===== config.mk =====
export PLATFORM = sky130hd
export DESIGN_NAME = writeback_regfile
export DESIGN_NICKNAME = d
export VERILOG_FILES = /design/src/rtl/y86_pkg.sv /design/src/rtl/wb_dst_sel.sv /design/src/rtl/writeback_regfile.sv
export SDC_FILE = /design/constraint.sdc
export NUM_CORES = 2
export LEC_CHECK = 0
export ABC_CLOCK_PERIOD_IN_PS = 2800
export BUFFER_PORTS_ARGS = -buffer_cell sky130_fd_sc_hd__buf_2
export CAP_MARGIN = 40
export CORE_AREA = 3 3 427 429
export CTS_BUF_LIST = sky130_fd_sc_hd__clkbuf_4 sky130_fd_sc_hd__clkbuf_8
export CTS_CLUSTER_DIAMETER = 80
export DETAILED_ROUTE_END_ITERATION = 6
export DIE_AREA = 0 0 430 432
export HOLD_SLACK_MARGIN = 0.08
export SLEW_MARGIN = 5
export SYNTH_ARGS = -nofsm -noshare
export SYNTH_HDL_FRONTEND = slang
export SYNTH_HIERARCHICAL = 1
export SYNTH_SLANG_ARGS = --single-unit

===== constraint.sdc =====
create_clock -name clk -period 2.8 [get_ports clk]
set_input_delay 0 -clock clk [delete_from_list [all_inputs] [get_ports clk]]
set_output_delay 0 -clock clk [all_outputs]
set_load 0.02 [all_outputs]

===== src/rtl/y86_pkg.sv =====
// Shared Y86-64 encodings and write-back state type.
package y86_pkg;
  localparam logic [3:0] I_HALT  = 4'h0;
  localparam logic [3:0] I_NOP   = 4'h1;
  localparam logic [3:0] I_CMOV  = 4'h2;
  localparam logic [3:0] I_IRMOV = 4'h3;
  localparam logic [3:0] I_RMMOV = 4'h4;
  localparam logic [3:0] I_MRMOV = 4'h5;
  localparam logic [3:0] I_OPQ   = 4'h6;
  localparam logic [3:0] I_JXX   = 4'h7;
  localparam logic [3:0] I_CALL  = 4'h8;
  localparam logic [3:0] I_RET   = 4'h9;
  localparam logic [3:0] I_PUSH  = 4'hA;
  localparam logic [3:0] I_POP   = 4'hB;

  localparam logic [3:0] R_RSP  = 4'h4;
  localparam logic [3:0] R_NONE = 4'hF;
  localparam int         NUM_REGS = 15;

  typedef enum logic {RUN, HALTED} wb_state_t;
endpackage


===== src/rtl/wb_dst_sel.sv =====
// Destination register select for E and M write ports; shared with decode hazard logic.
module wb_dst_sel
  import y86_pkg::*;
(
  input  logic [3:0] icode,
  input  logic [3:0] rA,
  input  logic [3:0] rB,
  input  logic       cnd,
  output logic [3:0] dstE,
  output logic [3:0] dstM
);
  always_comb begin
    dstE = R_NONE;
    case (icode)
      I_OPQ, I_IRMOV:               dstE = rB;
      I_CMOV:                       dstE = cnd ? rB : R_NONE;
      I_PUSH, I_POP, I_CALL, I_RET: dstE = R_RSP;
      default:                      dstE = R_NONE;
    endcase
  end

  always_comb begin
    dstM = R_NONE;
    case (icode)
      I_MRMOV, I_POP: dstM = rA;
      default:        dstM = R_NONE;
    endcase
  end
endmodule


===== src/rtl/writeback_regfile.sv =====
// Y86-64 write-back stage: architectural register file plus run/halt status.
module writeback_regfile
  import y86_pkg::*;
#(
  parameter int               DATA_W     = 64,
  parameter logic [DATA_W-1:0] STACK_INIT = 64'h0000_0000_0000_0200
) (
  input  logic              clk,
  input  logic              rst_n,
  input  logic              wb_en,
  input  logic [3:0]        icode,
  input  logic [3:0]        rA,
  input  logic [3:0]        rB,
  input  logic              cnd,
  input  logic [DATA_W-1:0] valE,
  input  logic [DATA_W-1:0] valM,
  output logic [DATA_W-1:0] reg0,
  output logic [DATA_W-1:0] reg1,
  output logic [DATA_W-1:0] reg2,
  output logic [DATA_W-1:0] reg3,
  output logic [DATA_W-1:0] reg4,
  output logic [DATA_W-1:0] reg5,
  output logic [DATA_W-1:0] reg6,
  output logic [DATA_W-1:0] reg7,
  output logic [DATA_W-1:0] reg8,
  output logic [DATA_W-1:0] reg9,
  output logic [DATA_W-1:0] reg10,
  output logic [DATA_W-1:0] reg11,
  output logic [DATA_W-1:0] reg12,
  output logic [DATA_W-1:0] reg13,
  output logic [DATA_W-1:0] reg14,
  output logic [3:0]        dstE,
  output logic [3:0]        dstM,
  output logic              halted,
  output logic              err
);
  logic [NUM_REGS-1:0][DATA_W-1:0] rf;
  wb_state_t state;

  wb_dst_sel u_dst_sel (
    .icode(icode), .rA(rA), .rB(rB), .cnd(cnd),
    .dstE(dstE), .dstM(dstM)
  );

  // dstM is checked first so a popq %rsp keeps the loaded value over the increment.
  always_ff @(posedge clk) begin
    if (!rst_n) begin
      state  <= RUN;
      halted <= 1'b0;
      err    <= 1'b0;
      for (int i = 0; i < NUM_REGS; i++)
        rf[i] <= (4'(i) == R_RSP) ? STACK_INIT : '0;
    end else if (state == RUN && wb_en) begin
      if (icode == I_HALT) begin
        state  <= HALTED;
        halted <= 1'b1;
      end else if (icode > I_POP) begin
        state  <= HALTED;
        halted <= 1'b1;
        err    <= 1'b1;
      end else begin
        for (int i = 0; i < NUM_REGS; i++) begin
          if (dstM == 4'(i))      rf[i] <= valM;
          else if (dstE == 4'(i)) rf[i] <= valE;
        end
      end
    end
  end

  assign reg0  = rf[0];
  assign reg1  = rf[1];
  assign reg2  = rf[2];
  assign reg3  = rf[3];
  assign reg4  = rf[4];
  assign reg5  = rf[5];
  assign reg6  = rf[6];
  assign reg7  = rf[7];
  assign reg8  = rf[8];
  assign reg9  = rf[9];
  assign reg10 = rf[10];
  assign reg11 = rf[11];
  assign reg12 = rf[12];
  assign reg13 = rf[13];
  assign reg14 = rf[14];
endmodule

# Word level (Yosys, flattened, before mapping)
# Index checks and enable logic that the tools add are counted.
# totals
output_inout_bits	970
wordCells	132
ff_bits	962
inputBits	144
# classes
n_reduce_logical	40
order_cmp	1
n_bitwise	3
eq_ne	36
mux	35
# op_table
operator	count
$mux 64	30
$eq 4x4->1 const B	18
$reduce_and 4->1	15
$eq 4x3->1 const B	10
$reduce_bool 2->1	16
$eq 4x2->1 const B	6
$logic_not 4->1	3
$pmux 4 s3	1
$eq 4x1->1 const B	2
$mux 4	2
$gt 4x4->1 const B	1
$reduce_or 2->1	2
$reduce_or 4->1	1
$not 1->1	3
$reduce_and 3->1	1
$mux 1	2
$reduce_and 2->1	1
$logic_and 1x1->1	1

# Longest topological paths before layout
# depth
ltp_word	6
mapped_depth	9
mapped_depth_nobuf	6

# By module
# The synthesis kept the hierarchy.
# modules_own_cells
module	area_each_um2	cells_per_inst	n_inst
writeback_regfile	42130.4	5180	1
wb_dst_sel	138.9	22	1

# Least setup slack after synthesis
# Ideal clock, no wire load.
# synth_path
kind	input to register
from	input icode[1]
to	register rf (netlist bit reg4[33])
arrival_time_ns	2.752
setup_ns	0.133
stages	8
path_slack_ns	-0.085
required_time_ns	2.667
path_cell_list	and3b_1 o21ai_0 or4b_1 buf_2 a2111oi_4 buf_6 buf_2 a311oi_1
# synth_between
elab_chain_len	6
word_cells_on_any_way	22
classes_between	order compare: 1; eq/ne: 10; mux: 3; bitwise: 2; reduce/logical: 6
# synth_lines
item	line	rtl
start, declared	writeback_regfile.sv:11	input logic [3:0] icode,
$eq 4x3->1 / $eq 4x4->1 (equally long branches)	wb_dst_sel.sv:24	case (icode)
$reduce_or 2->1 (*)	wb_dst_sel.sv:24	
$mux 4 (*)	wb_dst_sel.sv:24	
net dstM[2]	writeback_regfile.sv:33	output logic [3:0] dstM,
$eq 4x3->1 (*)	writeback_regfile.sv:63	if (dstM == 4'(i)) rf[i] <= valM;
$reduce_bool 2->1 (no line)	n/a	
$reduce_and 4->1 (no line)	n/a	
end signal, assigned by index	writeback_regfile.sv:52	rf[i] <= (4'(i) == R_RSP) ? STACK_INIT : '0;
end signal, assigned by index	writeback_regfile.sv:63	
end signal, assigned by index	writeback_regfile.sv:64	else if (dstE == 4'(i)) rf[i] <= valE;
end, declared	writeback_regfile.sv:37	logic [NUM_REGS-1:0][DATA_W-1:0] rf;
# Mark *: on every way through the listed nets, which the timed path passes. The rest lies on a longest branch.
# A chain may end at the register's enable or synchronous reset.

# Worst setup path after layout
# layout_path
from	input valM[18]
to	register rf (netlist bit reg2[18])
# layout_between
elab_chain_len	1
# layout_lines
item	line	rtl
start, declared	writeback_regfile.sv:16	input logic [DATA_W-1:0] valM,
$mux 64	writeback_regfile.sv:63	
# Every way passes these cells.

==> run summary <==
Run status: finished with violations
Failing checks: DRC, setup timing
DIE AREA: 186000 µm²
Flop-to-flop setup slack: 140 ps
Endpoints failing setup: 7
Cell area after synthesis: 42300 µm²
Setup_tns: -198 ps
Die X: 430 µm
Drt pass-1 iters: 7
Pint: 23.9 mW
Yosys synthesis warning count: 6
Largest net degree at the start of global routing: 120
CP Launch Type: primary input
Switching share of power: 29.4%
Final hold viol count: 0
Max rail drop VDD: 401 µV
Die height: 432 µm
GRT overflow: 0
Port Buffer Count: 1113
Worst EP required: 3710 ps
CTS Buf Count: 175
Top Ports: 1114
Critical Path Max Stage Delay: 1230 ps
Nets@finish: 6688
Reg power frac: 41.7%
Slew @ Worst Pin: 1090 ps
CTS Root Buffer Type: clkbuf_8
Tcrit/Tclk final: 102%
Hold crit path type: in2reg
RSZ-0062 raised after global routing: yes
PD cells: 561 nW/µm²
Worst-path clk slew: 60 ps
Total clock sinks: 962
CP arrival: 3770 ps
Static Leakage: 26.4 nW
Post-synth EDFFs: 0
Initial antenna violation count: 40
Max Buffers Root-to-Sink: 3
Total length of routed wires: 279000 µm
CP max FO: 10
NetSw: 9.98 mW
Core Region: 179000 µm²
Maximum clock frequency: 350 MHz
Initial Util: 23.7%
FF+latch count, synth: 962
Drc violations: 1
Clock share of power: 45.5%
CTS tree: yes
Vias in the first global route: 44900
Final clock skew: 49.8 ps
WL per Instance: 30.8 µm
GP Congestion: 0.904
Synthesis-to-finish area growth: 42.8%
Relative slew slack: 27.1%
CP Class: in2reg
Detail Route Antenna Nets: 0
Row count: 155
Sequential share of the synthesized area: 45.6%
Cell count after synthesis: 5202
Minimum clock period: 2860 ps
Via density: 5.54
Final Max Tran Viols: 0
Asr flop ratio synth: 0%
DP HPWL: 175000 µm
1st-iter DRT viols: 6957
Synth Flop Type: dfxtp_1
Htree depth: 4
Avg Cell Area, Syn: 8.13 µm²
CP top delay family: buffers and inverters
Later-pin clock latency in the skew report: 960 ps
Syn Nets: 5346
Vias: 50200
Logic pwr share: 12.7%
CP most frequent cell: dlygate4sd3_1
Layout cell share with drive strength beyond 1: 27.4%
Buf+Inv Stages, Crit Path: 5
Crit-path slowest cell: dlygate4sd3_1
Worst-path cell chain: dlygate4sd3_1 -> dlygate4sd3_1 -> buf_2 -> dlygate4sd3_1 -> nand2_1 -> a311oi_1 -> dlygate4sd3_1
Worst Slack Setup Final: -58.0 ps
First-pass GRT wire length: 363000 µm
Max-cap violations: 0
Netlist cell types: 42
Final Core Density: 33.8%
Crit end category: flop
All-Layer GR Usage: 27.7%
Total chip power: 33.9 mW
[per-layer routing]
metal,part of all wire [%],global-route usage [%],vias up
li1,-,-,21000
met1,37,34.0,24000
met2,41,39.6,4090
met3,13,10.3,1140
met4,8.6,19.8,4
met5,0.0086,0,-
[worst reg2reg max path, cell delays in order, from the launching register on]
cell and delay, ps:
dfxtp_1 320, nand2b_2 380, buf_4 280, a2111oi_4 310, buf_12 220, buf_16 180
nor2_1 90, a311oi_2 240, dlygate4sd3_1 580
[metrics by stage]
| stage | cell area [µm²] | cells | setup WS, ps | hold WS, ps |
|---|---|---|---|---|
| final | 60400 | 9061 | -58.0 | 178 |
| after CTS | 59200 | 8968 | 16.9 | 80.0 |
| after global routing | 60300 | 9040 | -71.3 | 156 |
| after detailed placement | 51900 | 8317 | -236 | 241 |
| after global placement | 51400 | 8295 | -232 | 240 |
| after floorplan | 42300 | 5202 | -0.488 | 61.9 |
[synth_stat cells, types with 7 or more instances]
library cell,number,area (µm²)
mux2i_1,321,3210
nor2_1,961,3610
nor2b_1,7,43.8
nand2_1,1282,4810
dfxtp_1,962,19300
buf_4,11,82.6
a211oi_1,320,2400
nand4b_1,8,70.1
buf_1,46,173
a311oi_1,639,5600
nand4bb_1,8,90.1
clkbuf_1,448,1680
buf_2,120,601
buf_6,7,78.8
[kinds of logic after synthesis]
kind of cell           Yosys count  share of synthesized area (%)
DFF                            962                           45.6
muxes                          322                           7.63
AOI/OAI and AO/OA              985                           19.5
buffers and inverters          634                           6.21
and+or+nand+nor               2299                           21.1
[final timing paths]
path	start	endpoint	cells past startpoint
setup / recovery	valM[18]	reg2[18]$_SDFFE_PN0P_	7
hold / removal	valE[12]	reg1[12]$_SDFFE_PN0P_	4
setup reg to reg	state$_SDFFE_PN0P_	reg3[35]$_SDFFE_PN0P_	8
hold reg to reg	reg4[31]$_SDFFE_PN0P_	reg4[31]$_SDFFE_PN0P_	2
[registers in the layout (all words and copies together) (netlist names)]
register / cells
reg3: 64
reg11: 64
reg14: 64
reg8: 64
reg7: 64
reg6: 64
reg12: 64
reg9: 64
reg5: 64
reg2: 64
reg0: 64
err: 1
reg10: 64
state: 1
reg13: 64
reg4: 64
reg1: 64
[what timing repair did]
action	4_1_cts	5_1_grt
gates resized for setup	0	51
setup endpoints to repair	0	38
hold endpoints to repair	962	0
hold buffers	336	0
setup buffers	0	52
[power groups by stage]
| stage | Clock (mW) | Sequential (mW) | Combinational, mW |
|---|---|---|---|
| after floorplan | 0 | 14.7 | 1.39 |
| after global placement | 0 | 14.4 | 3.54 |
| after detailed placement | 0 | 14.4 | 3.65 |
| after CTS | 15.6 | 14.1 | 4.09 |
| after global routing | 16.1 | 14.2 | 4.41 |
| final | 15.4 | 14.1 | 4.32 |
[area by class of cell]
class                   instances  area [µm²]
multi-input cells            3606       20900
clock buffers                 275        3480
diodes                         24        60.1
clock inverters                40         490
flip-flops and latches        962       19300
well taps                    2355        2950
inverters                       2        15.0
repair buffers               1797       13300
fillers                     18200      118000
[placed cells by master (no fill, tap or decap), types with 49 or more instances in the layout]
master | Yosys | final
buf_4 | 11 | 218
a211oi_1 | 320 | 319
buf_12 | 0 | 89
buf_2 | 120 | 1113
dlygate4sd3_1 | 0 | 332
clkbuf_4 | 0 | 49
dfxtp_1 | 962 | 962
nor2_1 | 961 | 961
clkbuf_8 | 0 | 226
nand2_1 | 1282 | 1282
a311oi_1 | 639 | 638
mux2i_1 | 321 | 321
No activity file was read; power rests on OpenSTA's default activity.
